[src/rtl/inst_loader.sv]
// Boot loader: receives a length/payload/checksum byte frame, assembles little-endian
// 32-bit words into instruction memory and releases the core only after a clean load.
module inst_loader #(
  parameter int ADDR_W      = 10,
  parameter int MAX_WORDS   = 1024,
  parameter int TIMEOUT_CYC = 65535
) (
  input  logic              clk,
  input  logic              rstn,
  input  logic              start,
  input  logic              s_valid,
  input  logic [7:0]        s_data,
  output logic              s_ready,
  output logic              im_w_en,
  output logic [ADDR_W-1:0] im_w_addr,
  output logic [31:0]       im_w_data,
  output logic              core_rstn,
  output logic              busy,
  output logic              done,
  output logic              err,
  output logic [ADDR_W:0]   words_loaded
);

  localparam int TO_W = $clog2(TIMEOUT_CYC + 1);

  typedef enum logic [2:0] {IDLE, LEN0, LEN1, DATA, CHK, DONE, ERR} state_t;

  state_t              state_reg, state_next;
  logic [7:0]          len0_reg;
  logic [15:0]         len_reg;
  logic [1:0]          lane_reg;
  logic [23:0]         asm_reg;
  logic [7:0]          csum_reg;
  logic [TO_W-1:0]     idle_reg;
  logic [ADDR_W:0]     word_cnt_reg;
  logic                im_w_en_reg;
  logic [ADDR_W-1:0]   im_w_addr_reg;
  logic [31:0]         im_w_data_reg;
  logic                done_reg;
  logic                err_reg;
  logic                core_rstn_reg;

  logic                active;
  logic                accept;
  logic                start_ok;
  logic                timeout_hit;
  logic                len_bad;
  logic                last_word;
  logic [15:0]         len_in;
  logic [ADDR_W:0]     word_cnt_inc;

  always_comb begin
    active       = (state_reg == LEN0) || (state_reg == LEN1) ||
                   (state_reg == DATA) || (state_reg == CHK);
    accept       = active && s_valid;
    start_ok     = start && ((state_reg == IDLE) || (state_reg == DONE) || (state_reg == ERR));
    // An accepted byte in the same cycle always wins over the timeout
    timeout_hit  = active && !s_valid && (idle_reg == TO_W'(TIMEOUT_CYC - 1));
    len_in       = {s_data, len0_reg};
    len_bad      = (len_in == 16'd0) || (32'(len_in) > MAX_WORDS);
    word_cnt_inc = word_cnt_reg + {{ADDR_W{1'b0}}, 1'b1};
    last_word    = (lane_reg == 2'd3) && (32'(word_cnt_inc) == 32'(len_reg));
  end

  always_ff @(posedge clk or negedge rstn) begin
    if (!rstn) state_reg <= IDLE;
    else       state_reg <= state_next;
  end

  always_comb begin
    state_next = state_reg;
    case (state_reg)
      IDLE, DONE, ERR: if (start) state_next = LEN0;
      LEN0:            if (accept) state_next = LEN1;
                       else if (timeout_hit) state_next = ERR;
      LEN1:            if (accept) state_next = len_bad ? ERR : DATA;
                       else if (timeout_hit) state_next = ERR;
      DATA:            if (accept && last_word) state_next = CHK;
                       else if (timeout_hit) state_next = ERR;
      CHK:             if (accept) state_next = (s_data == csum_reg) ? DONE : ERR;
                       else if (timeout_hit) state_next = ERR;
      default:         state_next = IDLE;
    endcase
  end

  always_ff @(posedge clk or negedge rstn) begin
    if (!rstn) begin
      len0_reg      <= '0;
      len_reg       <= '0;
      lane_reg      <= '0;
      asm_reg       <= '0;
      csum_reg      <= '0;
      idle_reg      <= '0;
      word_cnt_reg  <= '0;
      im_w_en_reg   <= 1'b0;
      im_w_addr_reg <= '0;
      im_w_data_reg <= '0;
      done_reg      <= 1'b0;
      err_reg       <= 1'b0;
      core_rstn_reg <= 1'b0;
    end else begin
      im_w_en_reg <= 1'b0;
      if (start_ok) begin
        done_reg      <= 1'b0;
        err_reg       <= 1'b0;
        core_rstn_reg <= 1'b0;
        word_cnt_reg  <= '0;
        csum_reg      <= '0;
        idle_reg      <= '0;
        lane_reg      <= '0;
      end
      if (active) idle_reg <= accept ? '0 : idle_reg + TO_W'(1);
      if (accept) begin
        csum_reg <= csum_reg ^ s_data;
        case (state_reg)
          LEN0: len0_reg <= s_data;
          LEN1: len_reg  <= len_in;
          DATA: begin
            lane_reg <= lane_reg + 2'd1;
            if (lane_reg != 2'd3) begin
              asm_reg[8*lane_reg +: 8] <= s_data;
            end else begin
              // Word complete: registered write, counter saturates at MAX_WORDS
              im_w_en_reg   <= 1'b1;
              im_w_addr_reg <= word_cnt_reg[ADDR_W-1:0];
              im_w_data_reg <= {s_data, asm_reg};
              if (32'(word_cnt_reg) < MAX_WORDS) word_cnt_reg <= word_cnt_inc;
            end
          end
          default: ;
        endcase
      end
      if ((state_reg == CHK) && (state_next == DONE)) begin
        done_reg      <= 1'b1;
        core_rstn_reg <= 1'b1;
      end
      if ((state_reg != ERR) && (state_next == ERR)) begin
        err_reg       <= 1'b1;
        core_rstn_reg <= 1'b0;
      end
    end
  end

  assign s_ready      = active;
  assign busy         = active;
  assign im_w_en      = im_w_en_reg;
  assign im_w_addr    = im_w_addr_reg;
  assign im_w_data    = im_w_data_reg;
  assign core_rstn    = core_rstn_reg;
  assign done         = done_reg;
  assign err          = err_reg;
  assign words_loaded = word_cnt_reg;

endmodule

[config.mk]
export PLATFORM = sky130hd
export DESIGN_NAME = inst_loader
export DESIGN_NICKNAME = d
export VERILOG_FILES = /design/src/rtl/inst_loader.sv
export SDC_FILE = /design/constraint.sdc
export NUM_CORES = 1
export LEC_CHECK = 0
export BUFFER_PORTS_ARGS = -buffer_cell sky130_fd_sc_hd__buf_2
export CORE_ASPECT_RATIO = 1.2
export CORE_MARGIN = 2
export CORE_UTILIZATION = 45
export DETAILED_ROUTE_END_ITERATION = 10
export PLACE_DENSITY_LB_ADDON = 0.25
export SYNTH_ARGS = -nofsm -noshare
export SYNTH_HDL_FRONTEND = slang
export SYNTH_SLANG_ARGS = --single-unit
[constraint.sdc]
create_clock -name clk -period 5.7 [get_ports clk]
set_clock_uncertainty 0.15 [all_clocks]
set_input_delay 1.425 -clock clk [delete_from_list [all_inputs] [get_ports clk]]
set_output_delay 1.425 -clock clk [all_outputs]
set_load 0.02 [all_outputs]
==> impl_metrics.toml <==
[yosys]
syn_area_um2 = 6370
synth_nets = 644
postSynthCellCount = 624
ys_ff_latch = 134
yosys-top-cells-area = "dfrtp_1 53%, mux2_2 11%, o21ai_0 6.4%, nand2_1 5.9%, nor2_1 2.4%"
synth-edff-count = 0
avgSynthCellArea_um2 = 10.2
synthFlopType = "dfrtp_1"
ys_warn_count = 0
synthArstFlopShare_pct = 100
ys_types = 58
yosysSeqAreaShare_pct = 52.6
synth_largest_area_cell = "dfrtp_1"
synth_top_area_share_pct = 52.6

[clocking]
cts_buffers = 17
h-tree-depth = 4
root_buffer = "clkbuf_16"
tritoncts = "built"
cts_resized = 0
hold_buffers = 0
clkTransAtPathRegs_ns = 0.05
clk-insertion-delay-late_ns = 0.42
cts_setup_buffers = 0
clock-sinks = 134
clock_path_buffers = 2

[global_route]
grt_pass1_vias = 4849
antenna_found_initial = 0
grt_max_degree = 86
grt_pass1_wl_um = 24800
overflow = 0
track_usage_pct = 20.6

[floorplanning]
dieWidth_um = 113
core_um2 = 13800
ios = 71
dieArea_um2 = 15100
die_y_um = 134
start_util_pct = 46.1
fp-row-count = 47

[pwr]
p_leak_uw = 0.00353
ir_worst_vdd_mv = 0.226
power.density_nw_per_um2 = 442

[critical_path]
critPathTopFamily = "simple AND/OR/NAND/NOR gates"
cp-startpoint = "state_reg[0]"
r2r-end = "core_rstn"
crit_path_end_kind = "primary output"
crit_chain = "nor3_1, nor2_1, buf_2"
cp.depth = 3
path_buf_inv = 1
rrSetupSlack_ns = 2.64
cp_max_fo = 13
arrival_ns = 1.88
worst_path_max_delay_cell = "dfrtp_1"
max_stage_delay_ns = 0.54
start_kind = "flop"
required_ns = 4.12
reg2reg_depth = 8
r2r_start = "lane_reg[0]"
crit_type = "reg2out"

[min_path]
holdCritStartpoint = "asm_reg[21]"
hp-class = "reg2reg"
whs_path_depth = 2
holdPathEnd = "asm_reg[21]"

[sta]
tightest_slew_ns = 1.12
fin_crit_ns = 3.46
finalSetupViolCount = 0
drv_slew = 0
rsz0062_at_grt = "false"
hold_viol_final = 0
slew_headroom_pct = 24.8
min_period_over_period_pct = 60.6
final.setup.tns_ns = 0
fmax_ghz = 0.289

[layout]
seq_area_um2 = 3350
layout_commonest_cell = "dfrtp_1"
antennaDiodeCount = 0
syn_to_final_growth_pct = 16.0
num-fill-cells = 1244
multiInputGateArea_um2 = 2840
layout.nets = 701
final_cell_mix = "134 x dfrtp_1, 99 x nand2_1, 82 x o21ai_0, 69 x buf_2, 64 x mux2_2"
drive_gt1_share_pct = 25.8
postLayoutCellArea_um2 = 7390
largest_register_ffs = 32

[place]
port-buffer-count = 70
place_congestion = 0.922
post_dp_cell_area_um2 = 6830
dpl.hpwl_um = 9600

[detailed_routing]
vias = 4801
drt_wl_total_um = 14500
routedWlPerCell_um = 16.8
drt-vias-per-instance = 5.57
drt-pass1-iter-count = 4
ant_nets = 0
dr.first_iter.drc_count = 244
drc_errors = 0

[status]
outcome = "completed"

[flow_run]
cap_viol_max_count = 0
## cells in the mapped netlist, types with 3 or more instances
master and number:
clkbuf_1 28, and3_1 5, nand4_1 6, ha_1 8
nor3b_1 5, o21ai_0 82, a21oi_1 12, nor2_1 41
nor3_1 12, o31ai_1 7, xor2_1 16, nor4_1 6
nand3_1 16, buf_2 5, a31oi_1 4, or3_1 5
o22ai_1 4, a21o_1 4, dfrtp_1 134, a311oi_1 3
nand2_1 100, mux2_2 64, inv_1 8, xnor2_1 7
## tightest hold or removal path, delay by kind of cell (launching register included)
| family | cells | cell delay [ns] |
|---|---|---|
| flops | 1 | 0.34 |
| simple gates | 1 | 0.04 |
| compound gates | 1 | 0.06 |
## worst max path at each step
| stage | to | slack [ns] |
|---|---|---|
| final | busy | 2.24 |
| after global routing | s_ready | 2.06 |
| after CTS | s_ready | 2.24 |
| after detailed placement | core_rstn | 1.98 |
| after global placement | core_rstn | 2.11 |
| after floorplan | core_rstn | 2.40 |
## through the flow
step	setup WS, ns	hold slack, ns	cells	util (%)	power (uW)
2_1_floorplan	2.40	0.296	624	-	1980
3_3_place_gp	2.11	0.311	833	49.4	2200
3_5_place_dp	1.98	0.317	833	49.4	2240
4_1_cts	2.24	0.330	862	53.5	3290
5_1_grt	2.06	0.343	862	53.5	3460
6_report	2.24	0.323	862	53.5	3270
## area by class of cell
| type | count | share of cell area [%] |
|---|---|---|
| Multi-Input combinational cell | 445 | 38.5 |
| Inverter | 8 | 0.406 |
| Sequential cell | 134 | 45.4 |
| Timing Repair Buffer | 75 | 5.33 |
| Clock buffer | 21 | 6.50 |
| Tap cell | 171 | 2.90 |
| Clock inverter | 8 | 1.02 |
## metal layers
layer  up-vias  wire, um  global-route usage, %
li1       2329         -                      -
met3        28       674                   5.02
met4         0       276                   7.05
met5         -         0                      0
met2       121      7060                   33.3
met1      2323      6470                   27.3
## cells by family (layout without fill, tap and decap cells)
| kind of cell | count (synthesis) | after routing | share of synthesized area [%] |
|---|---|---|---|
| simple gates | 212 | 212 | 15.4 |
| mux | 65 | 65 | 11.5 |
| fa+ha+maj | 8 | 8 | 1.57 |
| buf+inv | 45 | 112 | 2.87 |
| xor+xnor | 23 | 23 | 3.16 |
| compound gates | 137 | 137 | 12.9 |
| flops | 134 | 134 | 52.6 |
## power by group
| part | total, uW | switching [uW] | internal, uW | leakage [uW] |
|---|---|---|---|---|
| clock network | 1030 | 399 | 636 | 0.000277 |
| registers | 1360 | 192 | 1170 | 0.00180 |
| logic | 870 | 504 | 367 | 0.00146 |
| total | 3270 | 1090 | 2170 | 0.00353 |
Note: power is estimated with default switching activity, not from simulation.
